<file path="src/rtl/juego_pkg.sv">
// rtl/juego_pkg.sv - shared game constants and player life-state encoding
package juego_pkg;

    typedef enum logic [1:0] {
        JUEGO     = 2'd0,
        CHOQUE    = 2'd1,
        REAPARECE = 2'd2,
        FIN       = 2'd3
    } estado_t;

    localparam int H_VISIBLE = 640;
    localparam int V_VISIBLE = 480;
    localparam int VIDAS_INI = 3;
    localparam int V_TICK    = V_VISIBLE;

endpackage

</file>
<file path="src/rtl/control_jugador_if.sv">
// rtl/control_jugador_if.sv - player controller bus: raster position, buttons, collision and sprite outputs
interface control_jugador_if;

    logic [9:0] hcount;
    logic [9:0] vcount;
    logic       btn_izq;
    logic       btn_der;
    logic       choque;
    logic [9:0] posx;
    logic [9:0] posy;
    logic       visible;
    logic [1:0] vidas;
    logic [1:0] estado;
    logic       fin_juego;

    modport master (
        output hcount, vcount, btn_izq, btn_der, choque,
        input  posx, posy, visible, vidas, estado, fin_juego
    );

    modport slave (
        input  hcount, vcount, btn_izq, btn_der, choque,
        output posx, posy, visible, vidas, estado, fin_juego
    );

endinterface

</file>
<file path="src/rtl/sincronizador_boton.sv">
// rtl/sincronizador_boton.sv - two-flop synchronizer for an asynchronous button
module sincronizador_boton (
    input  logic clock,
    input  logic reset,
    input  logic d_i,
    output logic q_o
);

    logic [1:0] sync_q;

    always_ff @(posedge clock) begin
        if (reset) begin
            sync_q <= 2'b00;
        end else begin
            sync_q <= {sync_q[0], d_i};
        end
    end

    assign q_o = sync_q[1];

endmodule

</file>
<file path="src/rtl/control_jugador.sv">
// rtl/control_jugador.sv - player car movement, collision latch and crash/respawn/game-over FSM
module control_jugador #(
    parameter int RESOLUCION_X  = 60,
    parameter int X_MIN         = 160,
    parameter int X_MAX         = 420,
    parameter int X_INICIO      = 260,
    parameter int Y_POS         = 400,
    parameter int PASO          = 4,
    parameter int V_TICK        = juego_pkg::V_TICK,
    parameter int CHOQUE_FRAMES = 96,
    parameter int INVUL_FRAMES  = 64,
    parameter int BLINK_FRAMES  = 8,
    parameter int VIDAS_INI     = juego_pkg::VIDAS_INI
) (
    input  logic               clock,
    input  logic               reset,
    control_jugador_if.slave   bus
);

    import juego_pkg::*;

    // Right limit is also clipped so the whole sprite stays on the visible line.
    localparam int X_LIM   = (X_MAX + RESOLUCION_X > H_VISIBLE) ? H_VISIBLE - RESOLUCION_X : X_MAX;
    localparam int CONT_MX = (CHOQUE_FRAMES > INVUL_FRAMES) ? CHOQUE_FRAMES : INVUL_FRAMES;
    localparam int CONT_W  = (CONT_MX > 1) ? $clog2(CONT_MX) : 1;
    localparam int BLINK_W = (BLINK_FRAMES > 1) ? $clog2(BLINK_FRAMES) : 1;

    localparam logic [10:0]        XMIN_C   = 11'(X_MIN);
    localparam logic [10:0]        XMAX_C   = 11'(X_LIM);
    localparam logic [10:0]        PASO_C   = 11'(PASO);
    localparam logic [9:0]         XINI_C   = 10'(X_INICIO);
    localparam logic [9:0]         VTICK_C  = 10'(V_TICK);
    localparam logic [CONT_W-1:0]  CHOQ_C   = CONT_W'(CHOQUE_FRAMES - 1);
    localparam logic [CONT_W-1:0]  INVUL_C  = CONT_W'(INVUL_FRAMES - 1);
    localparam logic [BLINK_W-1:0] BLINK_C  = BLINK_W'(BLINK_FRAMES - 1);

    estado_t              estado_q, estado_d;
    logic [9:0]           posx_q, posx_d;
    logic [1:0]           vidas_q, vidas_d;
    logic [CONT_W-1:0]    cont_q, cont_d;
    logic [BLINK_W-1:0]   blink_q, blink_d;
    logic                 visible_q, visible_d;
    logic                 pendiente_q, pendiente_d;
    logic                 fin_q, fin_d;

    logic        tick, izq_s, der_s, golpe, blink_fin;
    logic [10:0] pos_ext, pos_izq, pos_der;
    logic [9:0]  posx_mov;

    sincronizador_boton u_sync_izq (.clock(clock), .reset(reset), .d_i(bus.btn_izq), .q_o(izq_s));
    sincronizador_boton u_sync_der (.clock(clock), .reset(reset), .d_i(bus.btn_der), .q_o(der_s));

    assign tick      = (bus.hcount == 10'd0) && (bus.vcount == VTICK_C);
    assign golpe     = pendiente_q | bus.choque;
    assign blink_fin = (blink_q == BLINK_C);

    // Saturating move computed one bit wider so the edges never wrap.
    always_comb begin
        pos_ext  = {1'b0, posx_q};
        pos_izq  = (pos_ext < XMIN_C + PASO_C) ? XMIN_C : pos_ext - PASO_C;
        pos_der  = (pos_ext > XMAX_C - PASO_C) ? XMAX_C : pos_ext + PASO_C;
        posx_mov = posx_q;
        if (izq_s && !der_s) begin
            posx_mov = pos_izq[9:0];
        end else if (der_s && !izq_s) begin
            posx_mov = pos_der[9:0];
        end
    end

    always_ff @(posedge clock) begin
        if (reset) begin
            estado_q <= JUEGO;
        end else begin
            estado_q <= estado_d;
        end
    end

    always_comb begin
        estado_d = estado_q;
        if (tick) begin
            case (estado_q)
                JUEGO:     if (golpe) estado_d = (vidas_q == 2'd1) ? FIN : CHOQUE;
                CHOQUE:    if (cont_q == '0) estado_d = REAPARECE;
                REAPARECE: if (cont_q == '0) estado_d = JUEGO;
                default:   estado_d = FIN;
            endcase
        end
    end

    always_comb begin
        posx_d      = posx_q;
        vidas_d     = vidas_q;
        cont_d      = cont_q;
        blink_d     = blink_q;
        visible_d   = visible_q;
        fin_d       = (estado_d == FIN);
        pendiente_d = tick ? 1'b0 : (pendiente_q | ((estado_q == JUEGO) && bus.choque));
        if (tick) begin
            case (estado_q)
                JUEGO: begin
                    if (golpe) begin
                        vidas_d = vidas_q - 2'd1;
                        if (estado_d == CHOQUE) begin
                            cont_d  = CHOQ_C;
                            blink_d = '0;
                        end else begin
                            visible_d = 1'b0;
                        end
                    end else begin
                        posx_d = posx_mov;
                    end
                end
                CHOQUE, REAPARECE: begin
                    if (estado_q == REAPARECE) posx_d = posx_mov;
                    if (cont_q == '0) begin
                        visible_d = 1'b1;
                        blink_d   = '0;
                        if (estado_q == CHOQUE) begin
                            posx_d = XINI_C;
                            cont_d = INVUL_C;
                        end
                    end else begin
                        cont_d  = cont_q - CONT_W'(1);
                        blink_d = blink_fin ? '0 : blink_q + BLINK_W'(1);
                        if (blink_fin) visible_d = ~visible_q;
                    end
                end
                default: visible_d = 1'b0;
            endcase
        end
    end

    always_ff @(posedge clock) begin
        if (reset) begin
            posx_q      <= XINI_C;
            vidas_q     <= 2'(VIDAS_INI);
            cont_q      <= '0;
            blink_q     <= '0;
            visible_q   <= 1'b1;
            pendiente_q <= 1'b0;
            fin_q       <= 1'b0;
        end else begin
            posx_q      <= posx_d;
            vidas_q     <= vidas_d;
            cont_q      <= cont_d;
            blink_q     <= blink_d;
            visible_q   <= visible_d;
            pendiente_q <= pendiente_d;
            fin_q       <= fin_d;
        end
    end

    assign bus.posx      = posx_q;
    assign bus.posy      = 10'(Y_POS);
    assign bus.visible   = visible_q;
    assign bus.vidas     = vidas_q;
    assign bus.estado    = estado_q;
    assign bus.fin_juego = fin_q;

endmodule

</file>
<file path="src/flat_wrapper.sv">
// flat-port wrapper written by rule: the top's interface ports become plain ports
module control_jugador_flat import juego_pkg::*;
#(
    parameter int RESOLUCION_X  = 60,
    parameter int X_MIN         = 160,
    parameter int X_MAX         = 420,
    parameter int X_INICIO      = 260,
    parameter int Y_POS         = 400,
    parameter int PASO          = 4,
    parameter int V_TICK        = juego_pkg::V_TICK,
    parameter int CHOQUE_FRAMES = 96,
    parameter int INVUL_FRAMES  = 64,
    parameter int BLINK_FRAMES  = 8,
    parameter int VIDAS_INI     = juego_pkg::VIDAS_INI
)
  (clock, reset, bus_hcount, bus_vcount, bus_btn_izq, bus_btn_der, bus_choque, bus_posx, bus_posy, bus_visible, bus_vidas, bus_estado, bus_fin_juego);
  control_jugador_if bus_i ();
  input  logic clock;
  input  logic reset;
  input wire logic [$bits(bus_i.hcount)-1:0] bus_hcount;
  input wire logic [$bits(bus_i.vcount)-1:0] bus_vcount;
  input wire logic [$bits(bus_i.btn_izq)-1:0] bus_btn_izq;
  input wire logic [$bits(bus_i.btn_der)-1:0] bus_btn_der;
  input wire logic [$bits(bus_i.choque)-1:0] bus_choque;
  output wire logic [$bits(bus_i.posx)-1:0] bus_posx;
  output wire logic [$bits(bus_i.posy)-1:0] bus_posy;
  output wire logic [$bits(bus_i.visible)-1:0] bus_visible;
  output wire logic [$bits(bus_i.vidas)-1:0] bus_vidas;
  output wire logic [$bits(bus_i.estado)-1:0] bus_estado;
  output wire logic [$bits(bus_i.fin_juego)-1:0] bus_fin_juego;
  assign bus_i.hcount = bus_hcount;
  assign bus_i.vcount = bus_vcount;
  assign bus_i.btn_izq = bus_btn_izq;
  assign bus_i.btn_der = bus_btn_der;
  assign bus_i.choque = bus_choque;
  assign bus_posx = bus_i.posx;
  assign bus_posy = bus_i.posy;
  assign bus_visible = bus_i.visible;
  assign bus_vidas = bus_i.vidas;
  assign bus_estado = bus_i.estado;
  assign bus_fin_juego = bus_i.fin_juego;
  control_jugador #(.RESOLUCION_X(RESOLUCION_X), .X_MIN(X_MIN), .X_MAX(X_MAX), .X_INICIO(X_INICIO), .Y_POS(Y_POS), .PASO(PASO), .V_TICK(V_TICK), .CHOQUE_FRAMES(CHOQUE_FRAMES), .INVUL_FRAMES(INVUL_FRAMES), .BLINK_FRAMES(BLINK_FRAMES), .VIDAS_INI(VIDAS_INI)) u_core (.clock(clock), .reset(reset), .bus(bus_i));
endmodule
</file>
<file path="config.mk">
export PLATFORM = sky130hd
export DESIGN_NAME = control_jugador_flat
export DESIGN_NICKNAME = d
export VERILOG_FILES = /design/src/rtl/juego_pkg.sv /design/src/rtl/control_jugador_if.sv /design/src/rtl/sincronizador_boton.sv /design/src/rtl/control_jugador.sv /design/src/flat_wrapper.sv
export SDC_FILE = /design/constraint.sdc
export NUM_CORES = 1
export LEC_CHECK = 0
export CAP_MARGIN = 40
export CORE_MARGIN = 3
export CORE_UTILIZATION = 35
export DETAILED_ROUTE_END_ITERATION = 8
export PLACE_DENSITY_LB_ADDON = 0.05
export SKIP_CTS_REPAIR_TIMING = 1
export SYNTH_ARGS = -nofsm -noshare
export SYNTH_HDL_FRONTEND = slang
export SYNTH_SLANG_ARGS = --single-unit
</file>
<file path="constraint.sdc">
create_clock -name clock -period 6.5 [get_ports clock]
set_clock_uncertainty 0.2 [all_clocks]
set_input_delay 0.975 -clock clock [delete_from_list [all_inputs] [get_ports clock]]
set_output_delay 0.975 -clock clock [all_outputs]
set_load 0.01 [all_outputs]
</file>
# After elaboration in Yosys (flattened, before gate mapping)
# Cells that the tools add are included.
word_totals:
  mem_bits_rw: 0
  memories: 0
  ff_bits: 31
  output_inout_bits: 26
  romBits: 0
  latchBits: 0
  input_bits: 25
classes:
  mul: 0
  n_eq_ne: 13
  order_cmp: 2
  div: 0
  shift: 0
  reduce_logical: 17
  bitwise_logic: 3
  n_addsub: 5
  mux: 30
ops:
  columns: ["operator", "count"]
  rows:
  - ["two-way mux 10 bit", 8]
  - ["two-way mux 7 bit", 4]
  - ["case mux 10 bit (2 select lines)", 1]
  - ["case mux 7 bit (2 select lines)", 1]
  - ["two-way mux 3 bit", 4]
  - ["adder 10 x 3 -> 10 bit, second input constant", 1]
  - ["== test 10 x 9 -> 1 bit, second input constant", 1]
  - ["> comparator 10 x 9 -> 1 bit, second input constant", 1]
  - ["zero test 10 bit", 1]
  - ["less-than comparator 10 x 8 -> 1 bit, second input constant", 1]
  - ["two-way mux 2 bit", 5]
  - ["subtractor 10 x 3 -> 10 bit, second input constant", 1]
  - ["AND reduction 4 bit", 2]
  - ["zero test 7 bit", 1]
  - ["subtractor 7 x 1 -> 7 bit, second input constant", 1]
  - ["== test 2 x 1 -> 1 bit, second input constant", 3]
  - ["!= test 2 bit, second input constant", 3]
  - ["case mux 2 bit (3 select lines)", 1]
  - ["case mux 3 bit (2 select lines)", 1]
  - ["AND reduction 3 bit", 2]
  - ["AND reduction 5 bit", 1]
  - ["== test 2 bit, second input constant", 2]
  - ["logical AND 1 bit", 4]
  - ["two-way mux 1 bit", 4]
  - ["other kinds (13)", 16]

# Longest topological paths before layout
depth:
  depth_word: 9
  depth_mapped: 11
  ltp_nobuf: 9

# Modules after synthesis
# From an unflattened synthesis, not the netlist that was laid out.
unflattened:
  cells_unflattened: 259
  area_unflattened_um2: 2070.7
modules_own_cells:
  columns: ["module", "instances", "seq_area_each_um2", "area_each_um2", "cells_per_inst"]
  rows:
  - ["control_jugador", 1, 540.5, 1965.6, 251]
  - ["sincronizador_boton", 2, 40.0, 52.6, 4]

# Worst setup path after synthesis
# Ideal clock, no wire load.
synth_timing:
  path_kind: "in2reg"
  startpoint: "input bus_hcount[6]"
  endpoint: "register u_core.cont_q[3]"
  path_buffers: 1
  t_arrival_ns: 2.742
  setup_slack_ns: 3.436
  cell_stages: 7
  cell_sequence: "nor4_2 > nand4_2 > a2111oi_4 > a2bb2oi_4 > a21oi_1 > buf_2 > o311a_1"
synth_via:
  elab_chain_cells: 6
synth_lines:
  columns: ["item", "line", "text"]
  rows:
  - ["from (decl)", "flat_wrapper.sv:20", "input wire logic [$bits(bus_i.hcount)-1:0] bus_hcount;"]
  - ["zero test 10 bit *", "control_jugador.sv:53", "assign tick = (bus.hcount == 10'd0) && (bus.vcount == VTICK_C);"]
  - ["logical AND 1 bit *", "control_jugador.sv:53", null]
  - ["two-way mux 2 bit", "control_jugador.sv:80", "if (tick) begin"]
  - ["== test 2 x 1 -> 1 bit", "control_jugador.sv:103", "if (estado_d == CHOQUE) begin"]
  - ["!= test 2 bit (no line)", null, null]
  - ["AND reduction 5 bit (no line) *", null, null]
  - ["to (signal assigned)", "control_jugador.sv:145", "cont_q <= cont_d;"]
  - ["to (decl)", "control_jugador.sv:40", "logic [CONT_W-1:0] cont_q, cont_d;"]
# Mark *: on every way between the ends. The rest lies on a longest branch, timed or not.
# A chain may end at the register's enable or synchronous reset.

# Final worst setup path
layout_timing:
  startpoint: "input bus_hcount[6]"
  endpoint: "register u_core.cont_q[6]"
# The elaborated chain is that of the path after synthesis.

==> out/qor.yml <==
cts:
  clk_pin_slew_ps: 70
  clock-sinks: 31
  cts_buffer_depth: 2
  cts_made_buffers: 5
  clock_latency_ps: 280
  htreeDepth: 2
  cts_tree: "done"
  cts-root-buf: "clkbuf_8"
timing:
  final-setup-viol-count: 0
  relSlewSlack: 0.5995
  worstMarginPinSlew_ps: 599.5
  min_period_ps: 3585
  whs_ps: 241.3
  rsz0062_at_grt: "false"
  tns_ps: 0
  final_max_slew_viol_count: 0
  fmax_ghz: 0.2789
  hold_violations: 0
  min_period_over_period: 0.5515
  setup_ws_ps: 2915
global_routing:
  grt_usage: 0.1444
  grt_overflow: 0
  grt_pass1_wl_mm: 8.411
  grt_max_degree: 26
  grt_pass1_vias: 1791
  grt_antenna_before_repair: 0
routing:
  drtIter0Drc: 70
  drc: 0
  via_per_inst: 5.313
  wl_per_cell_microns: 14.14
  dr.pass1.iters: 4
  drtAntennaViolNets: 0
  vias: 1934
  wl_mm: 5.148
synthesis:
  yosysMostFrequentCell: "dfxtp_1"
  synth_top_cell_area_share: 0.2923
  ys_types: 63
  avgSynthCellArea_sq_um: 8.327
  synth_top_cells_by_area: "dfxtp_1, ha_1, nand2_1"
  postSynthCellCount: 255
  synth_largest_area_cell: "dfxtp_1"
  synthArstFlopShare: 0
  ys.flop_type: "dfxtp_1"
  synth_area_sq_um: 2123
  synth-edff-count: 0
  yosysWarnings: 0
  synth_seq_area_share: 0.2923
  ys_seq_elements: 31
  synth_top_cells_by_count: "dfxtp_1, nand2_1, nor2_1"
floorplan:
  placementRows: 27
  die-area_sq_um: 7037
  core-area_sq_um: 5675
  initial_core_util: 0.3741
  num_io_pins: 51
  die_x_microns: 83.89
  die_y_microns: 83.89
finish:
  final_cell_area_sq_um: 2658
  fin_nets: 328
  finalNonFillerCells: 364
  fill_cells: 565
  antenna_cells: 0
  layout-drive-gt1-share: 0.08904
  area_growth_pct: 25.16
setup_path:
  rr_worst_depth: 10
  regToRegStartpoint: "u_core.bus.estado[1]"
  r2r_end: "u_core.cont_q[4]"
  crit_type: "in2reg"
  arrival_ps: 3550
  crit_path_cell_trace: "clkdlybuf4s50_1 -> nor4_2 -> nand4_2 -> a2111oi_4 -> a2bb2oi_4 -> a21oi_1 -> buf_4 -> o41ai_1 -> a21oi_1"
  critical_path.top_delay_family: "compound AO/OA/AOI/OAI gates"
  crit_buf_inv: 2
  reg2reg_slack_ps: 3410
  crit_slowest_cell: "a2111oi_4"
  crit_path_frequent_cell: "a21oi_1"
  required_ps: 6460
  end_kind: "register"
  critPathMaxStageDelay_ps: 430
  crit_fanout: 8
  critPathLaunchType: "primary input"
min_path:
  min_path_type: "reg2reg"
  min_to: "u_core.u_sync_izq.sync_q[1]"
  worstHoldStart: "u_core.u_sync_izq.sync_q[0]"
  hold_depth: 1
place:
  placed_area_sq_um: 2540
  place.gp.congestion: 0.7766
  dp_hpwl_mm: 3.844
  io_buffers: 40
  dp.cells: 356
  pre_cts_ws_ps: 2561
run_status:
  outcome: "finished, final reports clean"
job:
  drv_cap: 0
power_and_ir_drop:
  ir_drop_uv: 133.1
  leakagePower_nw: 0.9814
  power_density_nw_per_um2: 161.0
-- area by class of cell --
class,instances,area [sq um],share of cell area
multi-input combinational,197,1361,0.5122
clock buffer,6,82.58,0.03107
timing repair buffer,42,415.4,0.1563
clock inverter,2,35.03,0.01318
sequential,31,620.6,0.2335
inverter,14,52.55,0.01977
tap,72,90.09,0.03390
-- registers in the layout, summed over array words and instances, names as in the netlist --
signal and flops:
u_core.u_sync_der.sync_q 2, u_core.bus.estado 2, u_core.u_sync_izq.sync_q 2, u_core.pendiente_q 1, u_core.bus.vidas 2, u_core.blink_q 3, u_core.bus.visible 1, u_core.bus.posx 10
u_core.bus.fin_juego 1, u_core.cont_q 7
-- how the worst max path moves through the flow --
stage / from / to / depth (start not counted)
after floorplan: bus_hcount[6] / u_core.cont_q[3] / 7
after global placement: bus_hcount[6] / u_core.cont_q[5] / 8
after detailed placement: bus_hcount[6] / u_core.cont_q[6] / 9
after CTS: bus_hcount[6] / u_core.cont_q[6] / 9
after global routing: bus_hcount[6] / u_core.cont_q[6] / 9
final: bus_hcount[6] / u_core.cont_q[6] / 9
-- layer usage --
| layer | GRT usage | share of wire | vias to the layer above |
|---|---|---|---|
| li1 | - | - | 990 |
| met1 | 0.1783 | 0.46 | 904 |
| met2 | 0.2509 | 0.49 | 31 |
| met3 | 0.02962 | 0.034 | 9 |
| met4 | 0.04386 | 0.016 | 0 |
| met5 | 0 | 0 | - |
-- cell usage in the layout (no fill, tap or decap), types with 5 or more instances in the layout --
cell type,instances
a21oi_1,16
clkbuf_8,6
clkdlybuf4s50_1,40
conb_1,10
dfxtp_1,31
ha_1,12
inv_1,13
nand2_1,24
nand3_1,5
nor2_1,23
nor2b_1,6
nor3_1,7
o21ai_0,6
-- logic make-up after synthesis --
logic type	count (synthesis)	synth area share
xor+xnor	4	0.01650
fa+ha+maj	12	0.07071
simple gates	104	0.2888
other cells	2	0.003537
compound gates	67	0.2475
buf+inv	35	0.08073
flops	31	0.2923
-- per-stage QoR --
| stage | total power, mW | util |
|---|---|---|
| floorplan | 0.2143 | - |
| global placement | 0.2302 | 0.4462 |
| detailed placement | 0.2301 | 0.4475 |
| CTS | 0.4340 | 0.4683 |
| global route | 0.4428 | 0.4683 |
| finish | 0.4278 | 0.4683 |
-- report_power, final --
| part | leakage (nW) | total, mW | switching (mW) | internal [mW] |
|---|---|---|---|---|
| registers | 0.251 | 0.192 | 0.000620 | 0.191 |
| clock network | 0.0612 | 0.202 | 0.0782 | 0.124 |
| logic | 0.669 | 0.0336 | 0.0162 | 0.0174 |
| total | 0.981 | 0.428 | 0.0950 | 0.333 |
Note: power is estimated with default switching activity, not from simulation.
